## config.mk

```make
export PLATFORM = sky130hd
export DESIGN_NAME = coef_table_loader
export DESIGN_NICKNAME = d
export VERILOG_FILES = /design/src/rtl/coef_table_loader.sv
export SDC_FILE = /design/constraint.sdc
export NUM_CORES = 1
export LEC_CHECK = 0
export ABC_CLOCK_PERIOD_IN_PS = 1650
export BUFFER_PORTS_ARGS = -buffer_cell sky130_fd_sc_hd__buf_2
export CORE_MARGIN = 2
export CORE_UTILIZATION = 50
export DETAILED_ROUTE_END_ITERATION = 10
export MAX_ROUTING_LAYER = met4
export PLACE_DENSITY = 0.75
export SETUP_SLACK_MARGIN = 0.3
export SLEW_MARGIN = 20
export SYNTH_ARGS = -nofsm -noshare
export SYNTH_HDL_FRONTEND = slang
export SYNTH_SLANG_ARGS = --single-unit
```

## constraint.sdc

```tcl
create_clock -name Fg_CLK -period 1.65 [get_ports Fg_CLK]
set_input_delay 0.0825 -clock Fg_CLK [delete_from_list [all_inputs] [get_ports Fg_CLK]]
set_output_delay 0.0825 -clock Fg_CLK [all_outputs]
set_load 0.01 [all_outputs]
```

## src/rtl/coef_table_loader.sv

```systemverilog
// Byte-stream loader for the 48-bit sin/cos2 DDS coefficient table: packs 6 bytes per word, MSB first.
// Optional trailing checksum byte is enabled with `define COEF_LOADER_CHKSUM_EN.
module coef_table_loader #(
    parameter int ADDR_W = 11,
    parameter int DEPTH  = 2048
) (
    input  logic              Fg_CLK,
    input  logic              RESETn,
    input  logic              Start,
    input  logic              Byte_Valid,
    input  logic [7:0]        Byte_Data,
    output logic              Byte_Ready,
    output logic              Wr_En,
    output logic [ADDR_W-1:0] Wr_Addr,
    output logic [47:0]       Wr_Data,
    output logic              Busy,
    output logic              Done,
    output logic              Err,
    output logic [1:0]        dbg_state
);

    // Handshake: a byte moves on a rising edge where Byte_Valid & Byte_Ready are both 1;
    // Byte_Valid with Byte_Ready low is ignored, and a Start in the same cycle drops the byte.

    typedef enum logic [1:0] {
        IDLE  = 2'd0,
        LOAD  = 2'd1,
`ifdef COEF_LOADER_CHKSUM_EN
        CHECK = 2'd2,
`endif
        DONE  = 2'd3
    } state_t;

    localparam logic [ADDR_W-1:0] LAST_ADDR = ADDR_W'(DEPTH - 1);

    state_t            state;
    state_t            state_nxt;
    logic [2:0]        byte_cnt;
    logic [39:0]       shift_q;
    logic [ADDR_W-1:0] word_addr;
    logic              byte_fire;
    logic              data_fire;
    logic              word_fire;
    logic              last_word;
    logic              accepting;

    always_comb begin
        accepting = (state == LOAD);
`ifdef COEF_LOADER_CHKSUM_EN
        accepting = accepting || (state == CHECK);
`endif
    end

    assign Byte_Ready = accepting;
    assign Busy       = accepting;
    assign Done       = (state == DONE);
    assign dbg_state  = state;

    assign byte_fire = Byte_Valid & Byte_Ready & ~Start;
    assign data_fire = byte_fire & (state == LOAD);
    assign word_fire = data_fire & (byte_cnt == 3'd5);
    assign last_word = word_fire & (word_addr == LAST_ADDR);

    always_ff @(posedge Fg_CLK or negedge RESETn) begin
        if (!RESETn) begin
            state <= IDLE;
        end else begin
            state <= state_nxt;
        end
    end

    always_comb begin
        state_nxt = state;
        if (Start) begin
            state_nxt = LOAD;
        end else begin
            case (state)
                IDLE:    state_nxt = IDLE;
                LOAD: begin
`ifdef COEF_LOADER_CHKSUM_EN
                    if (last_word) state_nxt = CHECK;
`else
                    if (last_word) state_nxt = DONE;
`endif
                end
`ifdef COEF_LOADER_CHKSUM_EN
                CHECK:   if (byte_fire) state_nxt = DONE;
`endif
                DONE:    state_nxt = DONE;
                default: state_nxt = IDLE;
            endcase
        end
    end

    // Only 5 bytes are buffered; the 6th goes straight into Wr_Data as the word completes.
    always_ff @(posedge Fg_CLK or negedge RESETn) begin
        if (!RESETn) begin
            byte_cnt  <= 3'd0;
            shift_q   <= 40'd0;
            word_addr <= '0;
            Wr_En     <= 1'b0;
            Wr_Addr   <= '0;
            Wr_Data   <= 48'd0;
        end else begin
            Wr_En <= 1'b0;
            if (Start) begin
                byte_cnt  <= 3'd0;
                word_addr <= '0;
            end else begin
                if (data_fire) begin
                    shift_q  <= {shift_q[31:0], Byte_Data};
                    byte_cnt <= (byte_cnt == 3'd5) ? 3'd0 : byte_cnt + 3'd1;
                end
                if (word_fire) begin
                    Wr_En     <= 1'b1;
                    Wr_Addr   <= word_addr;
                    Wr_Data   <= {shift_q, Byte_Data};
                    word_addr <= word_addr + 1'b1;
                end
            end
        end
    end

`ifdef COEF_LOADER_CHKSUM_EN
    logic [7:0] chksum;
    logic       err_q;

    always_ff @(posedge Fg_CLK or negedge RESETn) begin
        if (!RESETn) begin
            chksum <= 8'd0;
            err_q  <= 1'b0;
        end else if (Start) begin
            chksum <= 8'd0;
            err_q  <= 1'b0;
        end else begin
            if (data_fire) chksum <= chksum + Byte_Data;
            if (byte_fire && (state == CHECK)) err_q <= (Byte_Data != chksum);
        end
    end

    assign Err = err_q;
`else
    assign Err = 1'b0;
`endif

endmodule

```

Word level (Yosys, flattened, before mapping)
Cells that the tools add are included.
Widths: inputs -> output; s select.
{"block": "word_totals", "reg_bits": 116, "in_bits": 12, "output_inout_bits": 66, "elab_cells": 34}
{"block": "op_classes", "add_sub_neg": 2, "n_eq_ne": 5, "muxes": 10, "bitwise_logic": 6, "reduce_logical": 4}
{"op": "$mux 11", "count": 2}
{"op": "$add 11x1->11 const B", "count": 1}
{"op": "$eq 11x11->1 const B", "count": 1}
{"op": "$mux 3", "count": 3}
{"op": "$and 1x1->1", "count": 5}
{"op": "$mux 2", "count": 2}
{"op": "$pmux 2 s2", "count": 1}
{"op": "$reduce_and 2->1", "count": 2}
{"op": "$reduce_bool 2->1", "count": 2}
{"op": "$add 3x1->3 const B", "count": 1}
{"op": "$eq 3x3->1 const B", "count": 1}
{"op": "$ne 3x2->1 const B", "count": 1}
{"op": "$eq 2x1->1 const B", "count": 1}
{"op": "$eq 2x2->1 const B", "count": 1}
{"op": "$mux 1", "count": 2}
{"op": "$not 1->1", "count": 1}

Longest topological paths before layout
{"block": "depth", "ltp_word": 9, "depth_mapped": 6, "depth_no_buf": 5}

Worst setup path after synthesis
No wires, ideal clock.
{"block": "synth_timing", "path_kind": "register to register", "start": "register state[1] (netlist: dbg_state[1])", "end": "register word_addr[8]", "setup_ps": 125, "t_arrival_ps": 1528, "required_time_ps": 1525, "setup_slack_ps": -2, "path_stages_with_launch": 6, "n_path_buf": 1, "synth_period_minus_slack_ps": 1652, "cell_sequence": "dfrtp_1 and4bb_1 buf_2 nand3_2 nor3_1 mux2_2"}
{"block": "synth_via", "elab_chain_len": 6}
{"item": "from (decl)", "line": "36", "source": "state_t state;"}
{"item": "from (signal assigned)", "line": "68", "source": "state <= state_nxt;"}
{"item": "$eq 2x1->1 (*)", "line": "48, 60"}
{"item": "$and 1x1->1 (2 in series)", "line": "59", "source": "assign byte_fire = Byte_Valid & Byte_Ready & ~Start;"}
{"item": "$and 1x1->1 (*)", "line": "60", "source": "assign data_fire = byte_fire & (state == LOAD);"}
{"item": "$and 1x1->1 (*)", "line": "61", "source": "assign word_fire = data_fire & (byte_cnt == 3'd5);"}
{"item": "$reduce_bool 2->1 (no source line) (*)"}
{"item": "to (signal assigned)", "line": "118", "source": "word_addr <= word_addr + 1'b1;"}
{"item": "to (decl)", "line": "40", "source": "logic [ADDR_W-1:0] word_addr;"}
Mark *: on every way between the ends. The rest lies on a longest branch, timed or not.
A chain may end at the register's enable or synchronous reset.

Worst setup path after layout
{"block": "layout_timing", "start": "register byte_cnt[1]", "end": "register word_addr[8]"}
{"block": "layout_via", "elab_chain_len": 3}
{"item": "from (decl)", "line": "38", "source": "logic [2:0] byte_cnt;"}
{"item": "from (signal assigned)", "line": "112", "source": "byte_cnt <= (byte_cnt == 3'd5) ? 3'd0 : byte_cnt + 3'd1;"}
{"item": "$eq 3x3->1", "line": "61"}
{"item": "$and 1x1->1", "line": "61"}
{"item": "$reduce_bool 2->1 (no source line)"}
Every way passes these cells.

==> flow_metrics.env <==
export IMPL_numPortBuffers=76
export IMPL_antenna_found_initial=0
export IMPL_finalNonFillerCells=745
export IMPL_post_drt_wl_per_cell_um=17.3
export IMPL_rows=34
export IMPL_reg2reg_to="word_addr[8]"
export IMPL_p_leak_uw=0.00364
export IMPL_reg2reg_from="byte_cnt[1]"
export IMPL_io_pins=78
export IMPL_synth_nets=516
export IMPL_cts_tree="done"
export IMPL_cp_data_arrival_time_ps=1970
export IMPL_p_per_area_nw_per_um2=1110
export IMPL_cp_max_fo=5
export IMPL_synth_adder_area_share_pct=0.275
export IMPL_netlist_area_sq_um=4550
export IMPL_die_y_um=99.4
export IMPL_crit_chain="and3b_2, buf_4, nand3_4, nor3_4, mux2_4"
export IMPL_slowest_delay_ps=440
export IMPL_max_slew_margin_pct=65.7
export IMPL_fin_nets=637
export IMPL_grt_pass1_vias=3971
export IMPL_vdd_drop_max_mv=0.663
export IMPL_max_cap_violations=0
export IMPL_yosys_warnings=0
export IMPL_ys_flop_type="dfrtp_1"
export IMPL_grt_first_pass_wirelength_mm=19.9
export IMPL_clock_path_buffers=2
export IMPL_detail_route_first_pass_iterations=7
export IMPL_vias_per_cell=5.45
export IMPL_grt_start_max_net_pins=39
export IMPL_avgSynthCellArea_sq_um=9.04
export IMPL_slew_viol_final=0
export IMPL_synth_compound_area_share_pct=2.04
export IMPL_clk_pin_slew_ps=60
export IMPL_htree_levels=4
export IMPL_start_util_pct=51.9
export IMPL_cpLargestDelayFamily="simple AND/OR/NAND/NOR gates"
export IMPL_cp_slowest_cell="dfrtp_1"
export IMPL_synth_distinct_cells=38
export IMPL_core_area_sq_um=8760
export IMPL_cp_start_kind="flop"
export IMPL_drc=0
export IMPL_synth_mux_area_share_pct=0.248
export IMPL_cts_made_buffers=17
export IMPL_r2r_cells=5
export IMPL_finalHoldViolCount=0
export IMPL_post_route_min_period_ps=1560
export IMPL_synth_top_family_by_area="simple AND/OR/NAND/NOR gates"
export IMPL_synth_cells=503
export IMPL_drt_iter0_drc=420
export IMPL_dieWidth_um=99.4
export IMPL_status="completed"
export IMPL_cts_root_buf="clkbuf_8"
export IMPL_vias=4060
export IMPL_dp_cells=678
export IMPL_final_cell_mix="nand2_1 (296), dfrtp_1 (116), buf_2 (72)"
export IMPL_grt_ovfl_total=0
export IMPL_cts_num_sinks=116
export IMPL_ys_seq_elements=116
export IMPL_yosys_area_share_simple_pct=29.5
export IMPL_synth_edf_count=0
export IMPL_yosys_area_share_xor_xnor_pct=1.16
export IMPL_postSynth_asyncResetShare_pct=100
export IMPL_hp_class="in -> async"
export IMPL_grtUsageTotal_pct=26.8
export IMPL_ant_nets=0
export IMPL_synth_seq_area_share_pct=63.8
export IMPL_r2r_setup_slack_ps=90
export IMPL_hold_ws_ps=76.3
export IMPL_critPathCaptureType="flop"
export IMPL_setup_violations_final=0
export IMPL_rsz0062_at_grt="yes"
export IMPL_path_buf_inv=1
export IMPL_clkLatencyLatePin_ps=530
export IMPL_layout_drive_gt1_share_pct=27.5
export IMPL_fin_worst_skew_ps=9.94
export IMPL_wirelength_mm=12.9
export IMPL_utilization_pct=72.7
export IMPL_finalSetupTns_ps=0
export IMPL_critPathRequiredTime_ps=2060
export IMPL_p_total_uw=7070
export IMPL_tightest_slew_ps=515
export IMPL_fmax_mhz=642
export IMPL_die_area_sq_um=9880
export IMPL_area_delta_synth_final_pct=40.1
export IMPL_period_share_pct=94.4
export IMPL_crit_type="reg -> reg"
export IMPL_dpl_hpwl_mm=6.48
export IMPL_mostFrequentLayoutCell="nand2_1"
export IMPL_gp_congestion=0.865
export IMPL_diodes=0
## power breakdown
group,internal (uW),switching [uW]
registers,3040,164
logic,190,267
clock network,2050,1370
## flip-flops by register name, indices dropped and copies added (netlist names)
| signal | count |
|---|---|
| byte_cnt | 3 |
| Wr_En | 1 |
| word_addr | 11 |
| dbg_state | 2 |
| Wr_Data | 48 |
| Wr_Addr | 11 |
| shift_q | 40 |
## cell type report
cell class                 instances  area, sq um
multi-input combinational        357         1650
tap                              108          135
clock inverter                    14          128
sequential                       116         2900
inverter                           4         20.0
fill                             557         2390
clock buffer                      18          428
timing repair buffer             128         1110
## cells by family after synthesis
kind of cell | Yosys count
flip-flops | 116
other | 1
adder cells (fa/ha/maj) | 1
buffers and inverters | 30
AND/OR/NAND/NOR | 334
XOR/XNOR | 6
AO/OA/AOI/OAI | 14
multiplexers | 1
## what timing repair did
item,in CTS,in global routing
endpoints found under the hold margin,126,0
endpoints found under the setup margin,114,117
hold buffers,10,0
resized for setup,31,23
gates cloned,5,1
buffers inserted,13,6
pin swaps,3,11
## cells in the mapped netlist, types with 2 or more instances
| library cell | n | area, sq um |
|---|---|---|
| a21oi_1 | 4 | 20.0 |
| nor4_1 | 2 | 12.5 |
| xor2_1 | 2 | 17.5 |
| buf_4 | 2 | 15.0 |
| buf_2 | 9 | 45.0 |
| o21ai_0 | 3 | 15.0 |
| buf_1 | 4 | 15.0 |
| dfrtp_1 | 116 | 2900 |
| clkbuf_1 | 11 | 41.3 |
| inv_1 | 3 | 11.3 |
| nor2_1 | 10 | 37.5 |
| nand2_1 | 299 | 1120 |
| or4_1 | 2 | 15.0 |
| o31ai_1 | 3 | 22.5 |
| and2_1 | 2 | 12.5 |
| nor2b_1 | 2 | 12.5 |
| nand4_1 | 5 | 31.3 |
| xnor2_1 | 4 | 35.0 |
## worst register-to-register path: stages, from the launching register on
cell,delay (ps)
dfrtp_1,440
and3b_2,300
buf_4,140
nand3_4,110
nor3_4,140
mux2_4,310
## worst max path at each step
stage / start / endpoint / slack, ps / cells after the start
2_1_floorplan: dbg_state[1] / word_addr[8] / 110 / 5
3_3_place_gp: dbg_state[1] / word_addr[7] / 80 / 4
3_5_place_dp: dbg_state[1] / word_addr[7] / 20 / 4
4_1_cts: dbg_state[1] / word_addr[7] / 110 / 4
5_1_grt: dbg_state[1] / word_addr[4] / 60 / 6
6_report: byte_cnt[1] / word_addr[8] / 90 / 5
## routing by layer
layer,up-vias,wire length (um),share of wire (%),track usage [%]
met3,48,903,7.0,5.55
li1,1828,-,-,-
met1,1988,5170,40,34.0
met2,196,6410,50,42.7
met5,-,0,0,-
met4,0,406,3.1,10.6
## metrics by stage
step                      instance area [sq um]  setup WS [ps]
final                                      6370           91.7
after global routing                       6370           56.5
after CTS                                  6210            105
after detailed placement                   5160           17.1
after global placement                     5160           83.9
after floorplan                            4590            115
Power figures use the tool's default switching activity.
